[src/rtl/return_stack_if.sv]
// return_stack_if: strobes, data and status bundle for the return-address stack.
// master = stack user (fetch/decider side), slave = return_stack itself.
interface return_stack_if #(
  parameter int WIDTH = 16,
  parameter int DEPTH = 8
);
  localparam int CW = $clog2(DEPTH) + 1;

  logic             STACK_PUSH;
  logic             STACK_POP;
  logic [WIDTH-1:0] PUSH_data;
  logic             ERR_CLR;
  logic [WIDTH-1:0] POP_output;
  logic             STACK_EMPTY;
  logic             STACK_FULL;
  logic [CW-1:0]    STACK_COUNT;
  logic             STACK_OVF;
  logic             STACK_UNF;

  modport master (
    output STACK_PUSH,
    output STACK_POP,
    output PUSH_data,
    output ERR_CLR,
    input  POP_output,
    input  STACK_EMPTY,
    input  STACK_FULL,
    input  STACK_COUNT,
    input  STACK_OVF,
    input  STACK_UNF
  );

  modport slave (
    input  STACK_PUSH,
    input  STACK_POP,
    input  PUSH_data,
    input  ERR_CLR,
    output POP_output,
    output STACK_EMPTY,
    output STACK_FULL,
    output STACK_COUNT,
    output STACK_OVF,
    output STACK_UNF
  );
endinterface

[src/rtl/return_stack.sv]
// return_stack: LIFO of return addresses with combinational top-of-stack read.
// Sticky overflow/underflow flags are built only with RETURN_STACK_ERR_FLAGS_EN.
module return_stack #(
  parameter int WIDTH = 16,
  parameter int DEPTH = 8
) (
  input logic          clk,
  input logic          rst,
  return_stack_if.slave bus
);
  localparam int CW = $clog2(DEPTH) + 1;
  localparam int AW = $clog2(DEPTH);
  localparam logic [CW-1:0] LP_DEPTH = CW'(DEPTH);
  localparam logic [CW-1:0] LP_ONE   = CW'(1);

  logic [WIDTH-1:0] r_mem [DEPTH];
  logic [CW-1:0]    r_cnt;

  logic             w_empty;
  logic             w_full;
  logic [CW-1:0]    w_cnt_m1;
  logic [AW-1:0]    w_top_idx;
  logic             w_we;
  logic [AW-1:0]    w_waddr;
  logic [CW-1:0]    w_cnt_nxt;
  logic             w_ovf_evt;
  logic             w_unf_evt;

  assign w_empty   = (r_cnt == '0);
  assign w_full    = (r_cnt == LP_DEPTH);
  assign w_cnt_m1  = r_cnt - LP_ONE;
  assign w_top_idx = w_cnt_m1[AW-1:0];

  // Decode push/pop into write, next occupancy and error events.
  always_comb begin
    w_we      = 1'b0;
    w_waddr   = w_top_idx;
    w_cnt_nxt = r_cnt;
    w_ovf_evt = 1'b0;
    w_unf_evt = 1'b0;
    unique case ({bus.STACK_PUSH, bus.STACK_POP})
      2'b10: begin
        if (w_full) begin
          w_ovf_evt = 1'b1;
        end else begin
          w_we      = 1'b1;
          w_waddr   = r_cnt[AW-1:0];
          w_cnt_nxt = r_cnt + LP_ONE;
        end
      end
      2'b01: begin
        if (w_empty) begin
          w_unf_evt = 1'b1;
        end else begin
          w_cnt_nxt = w_cnt_m1;
        end
      end
      2'b11: begin
        w_we = 1'b1;
        if (w_empty) begin
          // Pop half finds nothing; the push half still lands.
          w_waddr   = '0;
          w_cnt_nxt = LP_ONE;
          w_unf_evt = 1'b1;
        end else begin
          // Replace top: tail call / return-then-call.
          w_waddr = w_top_idx;
        end
      end
      default: begin
        w_we = 1'b0;
      end
    endcase
  end

  // Storage array; contents survive reset, writes suppressed during it.
  always_ff @(posedge clk) begin
    if (!rst && w_we) begin
      r_mem[w_waddr] <= bus.PUSH_data;
    end
  end

  // Occupancy counter.
  always_ff @(posedge clk) begin
    if (rst) begin
      r_cnt <= '0;
    end else begin
      r_cnt <= w_cnt_nxt;
    end
  end

`ifdef RETURN_STACK_ERR_FLAGS_EN
  logic r_ovf;
  logic r_unf;

  // Sticky error flags; a new event beats a same-cycle clear.
  always_ff @(posedge clk) begin
    if (rst) begin
      r_ovf <= 1'b0;
      r_unf <= 1'b0;
    end else begin
      if (w_ovf_evt) begin
        r_ovf <= 1'b1;
      end else if (bus.ERR_CLR) begin
        r_ovf <= 1'b0;
      end
      if (w_unf_evt) begin
        r_unf <= 1'b1;
      end else if (bus.ERR_CLR) begin
        r_unf <= 1'b0;
      end
    end
  end

  assign bus.STACK_OVF = r_ovf;
  assign bus.STACK_UNF = r_unf;
`else
  logic w_unused;

  assign w_unused      = ^{bus.ERR_CLR, w_ovf_evt, w_unf_evt};
  assign bus.STACK_OVF = 1'b0;
  assign bus.STACK_UNF = 1'b0;
`endif

  assign bus.POP_output  = w_empty ? '0 : r_mem[w_top_idx];
  assign bus.STACK_EMPTY = w_empty;
  assign bus.STACK_FULL  = w_full;
  assign bus.STACK_COUNT = r_cnt;
endmodule

[src/flat_wrapper.sv]
// flat-port wrapper written by rule: the top's interface ports become plain ports
module return_stack_flat 
#(
  parameter int WIDTH = 16,
  parameter int DEPTH = 8
)
  (clk, rst, bus_STACK_PUSH, bus_STACK_POP, bus_PUSH_data, bus_ERR_CLR, bus_POP_output, bus_STACK_EMPTY, bus_STACK_FULL, bus_STACK_COUNT, bus_STACK_OVF, bus_STACK_UNF);
  return_stack_if #(.WIDTH(WIDTH), .DEPTH(DEPTH)) bus_i ();
  input logic clk;
  input logic rst;
  input wire logic [$bits(bus_i.STACK_PUSH)-1:0] bus_STACK_PUSH;
  input wire logic [$bits(bus_i.STACK_POP)-1:0] bus_STACK_POP;
  input wire logic [$bits(bus_i.PUSH_data)-1:0] bus_PUSH_data;
  input wire logic [$bits(bus_i.ERR_CLR)-1:0] bus_ERR_CLR;
  output wire logic [$bits(bus_i.POP_output)-1:0] bus_POP_output;
  output wire logic [$bits(bus_i.STACK_EMPTY)-1:0] bus_STACK_EMPTY;
  output wire logic [$bits(bus_i.STACK_FULL)-1:0] bus_STACK_FULL;
  output wire logic [$bits(bus_i.STACK_COUNT)-1:0] bus_STACK_COUNT;
  output wire logic [$bits(bus_i.STACK_OVF)-1:0] bus_STACK_OVF;
  output wire logic [$bits(bus_i.STACK_UNF)-1:0] bus_STACK_UNF;
  assign bus_i.STACK_PUSH = bus_STACK_PUSH;
  assign bus_i.STACK_POP = bus_STACK_POP;
  assign bus_i.PUSH_data = bus_PUSH_data;
  assign bus_i.ERR_CLR = bus_ERR_CLR;
  assign bus_POP_output = bus_i.POP_output;
  assign bus_STACK_EMPTY = bus_i.STACK_EMPTY;
  assign bus_STACK_FULL = bus_i.STACK_FULL;
  assign bus_STACK_COUNT = bus_i.STACK_COUNT;
  assign bus_STACK_OVF = bus_i.STACK_OVF;
  assign bus_STACK_UNF = bus_i.STACK_UNF;
  return_stack #(.WIDTH(WIDTH), .DEPTH(DEPTH)) u_core (.clk(clk), .rst(rst), .bus(bus_i));
endmodule
[config.mk]
export PLATFORM = sky130hd
export DESIGN_NAME = return_stack_flat
export DESIGN_NICKNAME = d
export VERILOG_FILES = /design/src/rtl/return_stack_if.sv /design/src/rtl/return_stack.sv /design/src/flat_wrapper.sv
export SDC_FILE = /design/constraint.sdc
export NUM_CORES = 1
export LEC_CHECK = 0
export ABC_AREA = 1
export ABC_CLOCK_PERIOD_IN_PS = 2650
export CORE_MARGIN = 4
export CORE_UTILIZATION = 43
export DETAILED_ROUTE_END_ITERATION = 8
export PLACE_DENSITY = 0.71
export SLEW_MARGIN = 20
export SYNTH_ARGS = -nofsm -noshare
export SYNTH_HDL_FRONTEND = slang
export SYNTH_SLANG_ARGS = --single-unit
[constraint.sdc]
create_clock -name clk -period 2.65 [get_ports clk]
set_input_delay 0.3975 -clock clk [delete_from_list [all_inputs] [get_ports clk]]
set_output_delay 0.3975 -clock clk [all_outputs]
set_load 0.01 [all_outputs]
==> results.cfg <==
[die]
pin_count = 45
die_area_sq_um = 14800
dieHeight_um = 122
die_x_um = 122
coreArea_sq_um = 12600
num_rows = 41
start_util_pct = 44.1

[timing]
setup_tns_ps = 0
finalHoldViolations = 0
fin_crit_sh_pct = 94.8
rsz0062_at_grt = no
finalSetupViolCount = 0
max_freq_ghz = 0.398
finalClockSkew_ps = 7.99
maxSlewViolCount = 0
period_needed_ps = 2510
holdWs_ps = 648

[grt]
antenna_found_initial = 0
grt_overflow = 0
grt_pass1_vias = 3853
grt_max_degree = 71
grt_pass1_wl_um = 19400
grt.total_usage_pct = 17.5

[synthesis]
synth_top_cell_by_area = edfxtp_1
synthesis.instances = 473
synth_seq_cells = 132
yosys-top-cells-area = edfxtp_1 69%, o21ai_0 6.0%, nor2_1 5.5%
ys.warnings.count = 0
ys_seq_area_share_pct = 70.6
synth_area_per_cell_sq_um = 11.8
yosysTopAreaCellShare_pct = 69.1
ys_types = 26
syn_area_sq_um = 5560

[detailed_routing]
wirelength_um = 12500
first_iter_violations = 393
drcViolationCount = 0
dr.pass1.iters = 5
routedWlPerCell_um = 17.5
viasPerCell = 5.44
vias = 3884
antenna_left = 0

[final_layout]
final_area_sq_um = 6940
insertedDiodeCount = 0
fin_nets = 553
syn2layout_area_growth_pct = 24.9
drive_above_1_share_pct = 14.4
fillers = 1037

[worst_setup_path]
regToRegStartpoint = u_core.bus.STACK_COUNT[0]
startpoint_type = flop
crit_fanout = 9
crit_start = u_core.bus.STACK_COUNT[0]
crit_arrival_ps = 2110
end_kind = primary output
worstSetupPathType = reg -> out
rrSetupSlack_ps = 380
cp.required_ps = 2250

[power_and_ir_drop]
peakVddDrop_uv = 706
p_leak_nw = 2.52
power_mw = 7.02
p_per_area_nw_per_um2 = 1010

[cts]
cts_buffers = 17
clock_sinks = 132
clock_latency_ps = 410
htreeDepth = 4
cts_tree = done
clockBufferDepth = 2
clkTransAtPathRegs_ps = 50
postCtsHoldBufs = 0
cts_root_buffer = clkbuf_16

[placement]
dpl.hpwl_um = 7010
gp_congestion = 0.833
place_area_sq_um = 6300
port_buffers = 41

[hold_path]
min_path_type = in -> reg
holdCritStartpoint = rst

[job]
maxCapViolCount = 0

[status]
outcome = finished, final reports clean
[critical path, cell delays in order (launching register included)]
cell,delay (ps)
dfxtp_2,350
inv_2,70
ha_1,240
nand2_1,80
inv_1,60
nor2_4,130
inv_4,70
nor2_8,130
buf_12,140
nand2_1,60
nand2_1,100
dlygate4sd2_1,280
[flip-flops by register name, summed over array words and instances (netlist names)]
register / cells
u_core.r_mem: 128
u_core.bus.STACK_COUNT: 4
[cell usage in the layout, fill, tap and decap left out, drive strengths merged]
cell type | Yosys | final
edfxtp | 128 | 128
nor2 | 88 | 88
nand2 | 72 | 72
o21ai | 67 | 67
o22ai | 32 | 32
nand3 | 30 | 30
clkdlybuf4s50 | 0 | 25
buf | 12 | 21
clkbuf | 15 | 20
inv | 16 | 20
dlygate4sd2 | 0 | 12
clkinvlp | 0 | 7
dfxtp | 4 | 4
dlymetal6s2s | 0 | 3
a21oi | 3 | 3
ha | 3 | 3
conb | 1 | 2
clkinv | 0 | 2
nand4 | 1 | 1
xnor2 | 1 | 1
bufinv | 0 | 1
[path summary, 6_finish.rpt]
kind,end,depth (start not counted)
setup reg to reg,u_core.r_mem[7][1],9
hold reg to reg,u_core.bus.STACK_COUNT[1],3
setup / recovery,bus_POP_output[0],11
hold / removal,u_core.bus.STACK_COUNT[0],2
[metal layers]
layer	wire (um)	part of all wire (%)	GRT usage, %
met5	0	0	0
met4	310	2.5	7.49
met3	1080	8.7	5.39
met2	6010	48	28.3
met1	5090	41	21.8
[synth_stat cells (all sizes together)]
cell / count
nor2: 88
xnor2: 1
nand4: 1
buf: 12
edfxtp: 128
nand3: 30
o21ai: 67
inv: 16
o22ai: 32
dfxtp: 4
conb: 1
ha: 3
a21oi: 3
clkbuf: 15
nand2: 72
[area by class of cell]
| type | instances | area, sq um | area share [%] |
|---|---|---|---|
| Inverter | 16 | 65.1 | 0.937 |
| Timing Repair Buffer | 63 | 722 | 10.4 |
| Sequential cell | 132 | 3930 | 56.5 |
| Clock inverter | 14 | 128 | 1.84 |
| Clock buffer | 18 | 429 | 6.18 |
| Multi-Input combinational cell | 299 | 1460 | 21.0 |
| Tap cell | 172 | 215 | 3.10 |
[kinds of logic after synthesis]
| group | count (synthesis) | synth area share (%) |
|---|---|---|
| xor+xnor | 1 | 0.158 |
| other cells | 1 | 0.0675 |
| compound gates | 102 | 9.97 |
| flops | 132 | 70.6 |
| fa+ha+maj | 3 | 0.675 |
| simple gates | 191 | 14.8 |
| buf+inv | 43 | 3.74 |
[where the power goes]
| group | internal, mW | total [mW] | switching, mW | leakage [nW] |
|---|---|---|---|---|
| logic | 0.942 | 2.38 | 1.44 | 1.08 |
| clock network | 1.29 | 2.14 | 0.844 | 0.252 |
| registers | 2.46 | 2.50 | 0.0482 | 1.19 |
[per-stage QoR]
step | setup WS [ps] | instances | utilization, %
4_1_cts | -63.5 | 714 | 54.9
2_1_floorplan | -146 | 474 | -
3_5_place_dp | 188 | 679 | 49.9
5_1_grt | 15.9 | 714 | 55.0
6_report | 138 | 714 | 55.0
3_3_place_gp | 252 | 679 | 49.9
[timing repair]
| action | 4_1_cts | 5_1_grt |
|---|---|---|
| setup buffers | 3 | 0 |
| pin swaps | 1 | 2 |
| endpoints found under the setup margin | 16 | 4 |
| gates resized for setup | 22 | 8 |
No activity file was read; power rests on OpenSTA's default activity.
